## src/rtl/id_exe_reg_pkg.sv

```systemverilog
// id_exe_reg_pkg: shared ALU opcodes and the EXE stage payload type
package id_exe_reg_pkg;
  localparam logic [3:0] ALU_OPC_ADD  = 4'b0000;
  localparam logic [3:0] ALU_OPC_SUB  = 4'b0001;
  localparam logic [3:0] ALU_OPC_AND  = 4'b0010;
  localparam logic [3:0] ALU_OPC_OR   = 4'b0011;
  localparam logic [3:0] ALU_OPC_XOR  = 4'b0100;
  localparam logic [3:0] ALU_OPC_SLT  = 4'b0101;
  localparam logic [3:0] ALU_OPC_SLTU = 4'b0110;
  localparam logic [3:0] ALU_OPC_SLL  = 4'b0111;
  localparam logic [3:0] ALU_OPC_SRL  = 4'b1000;
  localparam logic [3:0] ALU_OPC_EQ   = 4'b1001;
  localparam logic [3:0] ALU_OPC_NE   = 4'b1010;
  localparam logic [3:0] ALU_OPC_GE   = 4'b1011;
  localparam logic [3:0] ALU_OPC_GEU  = 4'b1100;
  localparam logic [3:0] ALU_OPC_SRA  = 4'b1101;
  typedef struct packed {
    logic        valid;
    logic [3:0]  alu_opc;
    logic        sel_pc;
    logic [31:0] pc;
    logic [31:0] reg1;
    logic [31:0] src2;
    logic [4:0]  rd;
    logic        wen;
    logic        is_load;
  } exe_t;
endpackage

```

## src/rtl/id_exe_reg_fwd_mux.sv

```systemverilog
// fwd_mux: picks the freshest value of one source register (EXE > MEM > regfile)
module fwd_mux (
  input  logic [4:0]  rs,
  input  logic [31:0] rs_data,
  input  logic        exe_valid,
  input  logic        exe_wen,
  input  logic        exe_is_load,
  input  logic [4:0]  exe_rd,
  input  logic [31:0] alu_result,
  input  logic        mem_valid,
  input  logic        mem_wen,
  input  logic [4:0]  mem_rd,
  input  logic [31:0] mem_wdata,
  output logic [31:0] value
);
  logic exe_hit, mem_hit;
  always_comb begin
    exe_hit = (rs != 5'd0) && exe_valid && exe_wen && !exe_is_load && (exe_rd == rs);
    mem_hit = (rs != 5'd0) && mem_valid && mem_wen && (mem_rd == rs);
    value = exe_hit ? alu_result : mem_hit ? mem_wdata : rs_data;
  end
endmodule

```

## src/rtl/id_exe_reg.sv

```systemverilog
// id_exe_reg: decode-to-execute pipeline register with operand forwarding and load-use stall
module id_exe_reg
  import id_exe_reg_pkg::*;
(
  input  logic        clk,
  input  logic        rst,
  input  logic        dec_valid,
  input  logic [3:0]  dec_alu_opc,
  input  logic        dec_sel_pc,
  input  logic [31:0] dec_pc,
  input  logic [4:0]  dec_rs1,
  input  logic [4:0]  dec_rs2,
  input  logic        dec_use_rs1,
  input  logic        dec_use_rs2,
  input  logic [31:0] dec_rs1_data,
  input  logic [31:0] dec_rs2_data,
  input  logic [31:0] dec_imm,
  input  logic        dec_sel_imm,
  input  logic [4:0]  dec_rd,
  input  logic        dec_wen,
  input  logic        dec_is_load,
  input  logic [31:0] alu_result,
  input  logic        mem_valid,
  input  logic        mem_wen,
  input  logic [4:0]  mem_rd,
  input  logic [31:0] mem_wdata,
  input  logic        hold,
  input  logic        flush,
  output logic        exe_valid_r,
  output logic [3:0]  exe_alu_opc_r,
  output logic        exe_sel_pc_r,
  output logic [31:0] exe_pc_r,
  output logic [31:0] exe_reg1_r,
  output logic [31:0] exe_src2_r,
  output logic [4:0]  exe_rd_r,
  output logic        exe_wen_r,
  output logic        exe_is_load_r,
  output logic        dec_stall
);
  exe_t q, d, nxt;
  logic [31:0] fwd1, fwd2;
  logic load_use;
  fwd_mux u_fwd1 (
    .rs(dec_rs1), .rs_data(dec_rs1_data),
    .exe_valid(q.valid), .exe_wen(q.wen), .exe_is_load(q.is_load), .exe_rd(q.rd),
    .alu_result(alu_result),
    .mem_valid(mem_valid), .mem_wen(mem_wen), .mem_rd(mem_rd), .mem_wdata(mem_wdata),
    .value(fwd1)
  );
  fwd_mux u_fwd2 (
    .rs(dec_rs2), .rs_data(dec_rs2_data),
    .exe_valid(q.valid), .exe_wen(q.wen), .exe_is_load(q.is_load), .exe_rd(q.rd),
    .alu_result(alu_result),
    .mem_valid(mem_valid), .mem_wen(mem_wen), .mem_rd(mem_rd), .mem_wdata(mem_wdata),
    .value(fwd2)
  );
  // a bubble is the all-zero payload, which also encodes ALU_OPC_ADD with no writeback
  always_comb begin
    load_use = dec_valid && q.valid && q.is_load && (q.rd != 5'd0) &&
               ((dec_use_rs1 && dec_rs1 == q.rd) || (dec_use_rs2 && dec_rs2 == q.rd));
    dec_stall = hold || load_use;
    d = '{valid: 1'b1, alu_opc: dec_alu_opc, sel_pc: dec_sel_pc, pc: dec_pc,
          reg1: fwd1, src2: dec_sel_imm ? dec_imm : fwd2,
          rd: dec_rd, wen: dec_wen, is_load: dec_is_load};
    nxt = flush ? '0 : hold ? q : (load_use || !dec_valid) ? '0 : d;
  end
  always_ff @(posedge clk or posedge rst)
    if (rst) q <= '0;
    else q <= nxt;
  assign exe_valid_r   = q.valid;
  assign exe_alu_opc_r = q.alu_opc;
  assign exe_sel_pc_r  = q.sel_pc;
  assign exe_pc_r      = q.pc;
  assign exe_reg1_r    = q.reg1;
  assign exe_src2_r    = q.src2;
  assign exe_rd_r      = q.rd;
  assign exe_wen_r     = q.wen;
  assign exe_is_load_r = q.is_load;
endmodule
```

## config.mk

```make
export PLATFORM = sky130hd
export DESIGN_NAME = id_exe_reg
export DESIGN_NICKNAME = d
export VERILOG_FILES = /design/src/rtl/id_exe_reg_pkg.sv /design/src/rtl/id_exe_reg_fwd_mux.sv /design/src/rtl/id_exe_reg.sv
export SDC_FILE = /design/constraint.sdc
export NUM_CORES = 1
export LEC_CHECK = 0
export CAP_MARGIN = 10
export CORE_AREA = 2 2 133 135
export CTS_BUF_LIST = sky130_fd_sc_hd__clkbuf_4 sky130_fd_sc_hd__clkbuf_8
export DETAILED_ROUTE_END_ITERATION = 10
export DIE_AREA = 0 0 135 137
export PLACE_DENSITY = 0.83
export SLEW_MARGIN = 20
export SYNTH_ARGS = -nofsm -noshare
export SYNTH_HDL_FRONTEND = slang
export SYNTH_HIERARCHICAL = 1
export SYNTH_SLANG_ARGS = --single-unit
```

## constraint.sdc

```tcl
create_clock -name clk -period 5.2 [get_ports clk]
set_input_delay 0.52 -clock clk [delete_from_list [all_inputs] [get_ports clk]]
set_output_delay 0.52 -clock clk [all_outputs]
set_load 0.1 [all_outputs]
```

==> flow_metrics.tcl <==
set metrics [dict create \
    status "complete, no violations" \
    final_nets 1384 \
    die_w_um 135 \
    hold_depth 2 \
    drt_iter0_drc 900 \
    place_hpwl_mm 21.4 \
    placed_area_um2 10800 \
    synth_area_um2 7370 \
    grt_max_degree 187 \
    vias 8837 \
    cts_resized 0 \
    wl_per_cell_um 23.0 \
    globalplace.congestion 0.849 \
    slew_violations 0 \
    ys_warn_count 6 \
    overflow 0 \
    clkTransAtPathRegs_ns 0.11 \
    ys_types 35 \
    syn_inst 894 \
    drc 0 \
    grt_pass1_wl_mm 48.5 \
    first_pass_iters 9 \
    tightest_slew_ns 1.13 \
    hp-start "exe_pc_r[21]" \
    routed_wl_mm 31.9 \
    final_common_cell "clkdlybuf4s50_1" \
    period_share_pct 71.7 \
    synth_area_leaders "dfrtp_1 (37%), a32oi_1 (9.0%), a31oi_1 (5.4%)" \
    hold_viol 0 \
    reg2regPathDepth 6 \
    die_area_um2 18500 \
    syn_to_final_growth_pct 50.1 \
    rows 48 \
    synth.top_cell.area_share_pct 37.0 \
    fmax_mhz 268 \
    critPathCaptureType "primary output" \
    worst_setup_path_start_kind "primary input" \
    postCtsSetupRepairBufs 0 \
    root_buffer "clkbuf_8" \
    maxCapViolCount 0 \
    timing.final.setup_violations 0 \
    hold_path_end "exe_pc_r[21]" \
    critical_path_class "primary input to primary output" \
    track_usage_pct 33.5 \
    cp.required_ns 4.68 \
    cts.sinks 109 \
    cts_made_buffers 9 \
    syn_nets 1123 \
    holdBufCountCts 0 \
    initial_utilization_pct 43.2 \
    drive_gt1_share_pct 7.16 \
    antenna_found_initial 2 \
    maxSlewHeadroom_pct 24.6 \
    power_density_nw_per_um2 236 \
    r2r_slack_ns 2.19 \
    yosys.area.top_type "dfrtp_1" \
    worstPathArrival_ns 3.21 \
    h-tree-depth 3 \
    die_height_um 137 \
    ir_worst_vdd_mv 0.162 \
    insertion_delay_ns 0.40 \
    postLayoutCellArea_um2 11100 \
    min_period_ns 3.73 \
    r2r-end "exe_reg1_r[22]" \
    io-pin-count 339 \
    hold_class "flop to flop" \
    synth-seq-cells 109 \
    place_ws_ns 1.30 \
    syn_area_per_cell_um2 8.25 \
    ys_seq_area_share_pct 37.0 \
    core_area_um2 17100 \
    setup_slack_ns 1.47 \
    grt_pass1_vias 8576 \
    finClkSkew_ns 0.0148 \
    avgViaCountPerCell 6.37 \
    fin_tns_setup_ns 0 \
    fill_cells 1469 \
    final_cell_mix "clkdlybuf4s50_1 (337), dfrtp_1 (109), nand2_1 (78), o21ai_1 (78), a32oi_1 (76)" \
    ant_nets 0 \
    cp_max_fo 6 \
    leakage_nw 3.91 \
    r2r-start "exe_rd_r[1]" \
    port_buffers 338 \
    ctsLongestPathBuffers 2 \
    rsz0062_at_grt "false" \
    cts_tree "built" \
]
## power by group
part	total, mW	internal (mW)	switching (mW)
clock network	0.631	0.281	0.350
logic	1.03	0.349	0.686
registers	0.944	0.900	0.0440
total	2.61	1.53	1.08
## cell usage after synthesis
library cell  number
dfrtp_1          109
nand2_1           78
o21ai_1           78
a32oi_1           76
clkbuf_1          71
a21oi_1           64
a31oi_1           64
nand3_1           64
nor3_1            64
o21ai_0           62
a22oi_1           32
mux2_2            32
xnor2_1           30
buf_4             17
buf_2             12
clkbuf_2           6
nand4_1            6
o211ai_2           4
buf_1              3
and2_0             2
and3b_1            2
and4_1             2
o211a_1            2
or2_1              2
or4_4              2
a21o_1             1
a22o_1             1
inv_1              1
nor2b_1            1
nor3b_2            1
o2111ai_1          1
o21bai_1           1
o22a_1             1
o22ai_1            1
or4_1              1
## through the flow
| stage | utilization [%] | instances | total power [mW] | hold slack (ns) |
|---|---|---|---|---|
| after floorplan | - | 894 | 1.58 | 0.647 |
| after global placement | 63.2 | 1367 | 1.97 | 0.474 |
| after detailed placement | 63.2 | 1367 | 1.98 | 0.482 |
| after CTS | 64.6 | 1383 | 2.61 | 0.508 |
| after global routing | 64.9 | 1387 | 2.70 | 0.541 |
| final | 64.9 | 1387 | 2.61 | 0.504 |
## cell type report
| type | count | area, um2 | share of cell area [%] |
|---|---|---|---|
| clock inverter | 7 | 106 | 0.961 |
| multi-input combinational | 675 | 4210 | 38.0 |
| antenna | 2 | 5.00 | 0.0452 |
| timing repair buffer | 359 | 3610 | 32.6 |
| tap | 225 | 282 | 2.54 |
| clock buffer | 9 | 124 | 1.12 |
| sequential | 109 | 2730 | 24.6 |
| inverter | 1 | 8.76 | 0.0791 |
## state kept, by name, summed over array words and instances, names as in the netlist
name,cells
exe_pc_r,32
exe_reg1_r,32
exe_wen_r,1
exe_alu_opc_r,4
exe_valid_r,1
exe_rd_r,5
exe_src2_r,32
exe_sel_pc_r,1
exe_is_load_r,1
## metal layers
| layer | up-vias | share of wire, % | GRT usage [%] |
|---|---|---|---|
| met2 | 594 | 48 | 56.1 |
| met5 | - | 0 | 0 |
| met3 | 86 | 12 | 9.04 |
| met4 | 0 | 4.1 | 14.1 |
| li1 | 3972 | - | - |
| met1 | 4185 | 36 | 40.7 |
## worst max path at each step
stage,from,end,slack (ns)
global placement,dec_rs2[1],exe_src2_r[23],1.38
finish,dec_rs2[0],dec_stall,1.47
global route,dec_rs2[0],dec_stall,1.40
CTS,dec_rs2[0],dec_stall,1.47
detailed placement,dec_rs2[1],exe_src2_r[24],1.30
floorplan,exe_rd_r[1],dec_stall,1.51
## cells by family after synthesis
logic type	Yosys count	share of synthesized area [%]
buf+inv	110	6.77
compound gates	388	33.2
flops	109	37.0
xor+xnor	30	3.56
mux	32	4.89
simple gates	225	14.6
## critical path: stages
cell	delay, ns
clkdlybuf4s50_1	0.70
xnor2_1	0.17
nand4_1	0.23
o22a_1	0.27
o21bai_1	0.15
clkdlybuf4s50_1	1.17
(Power assumes the default switching activity.)
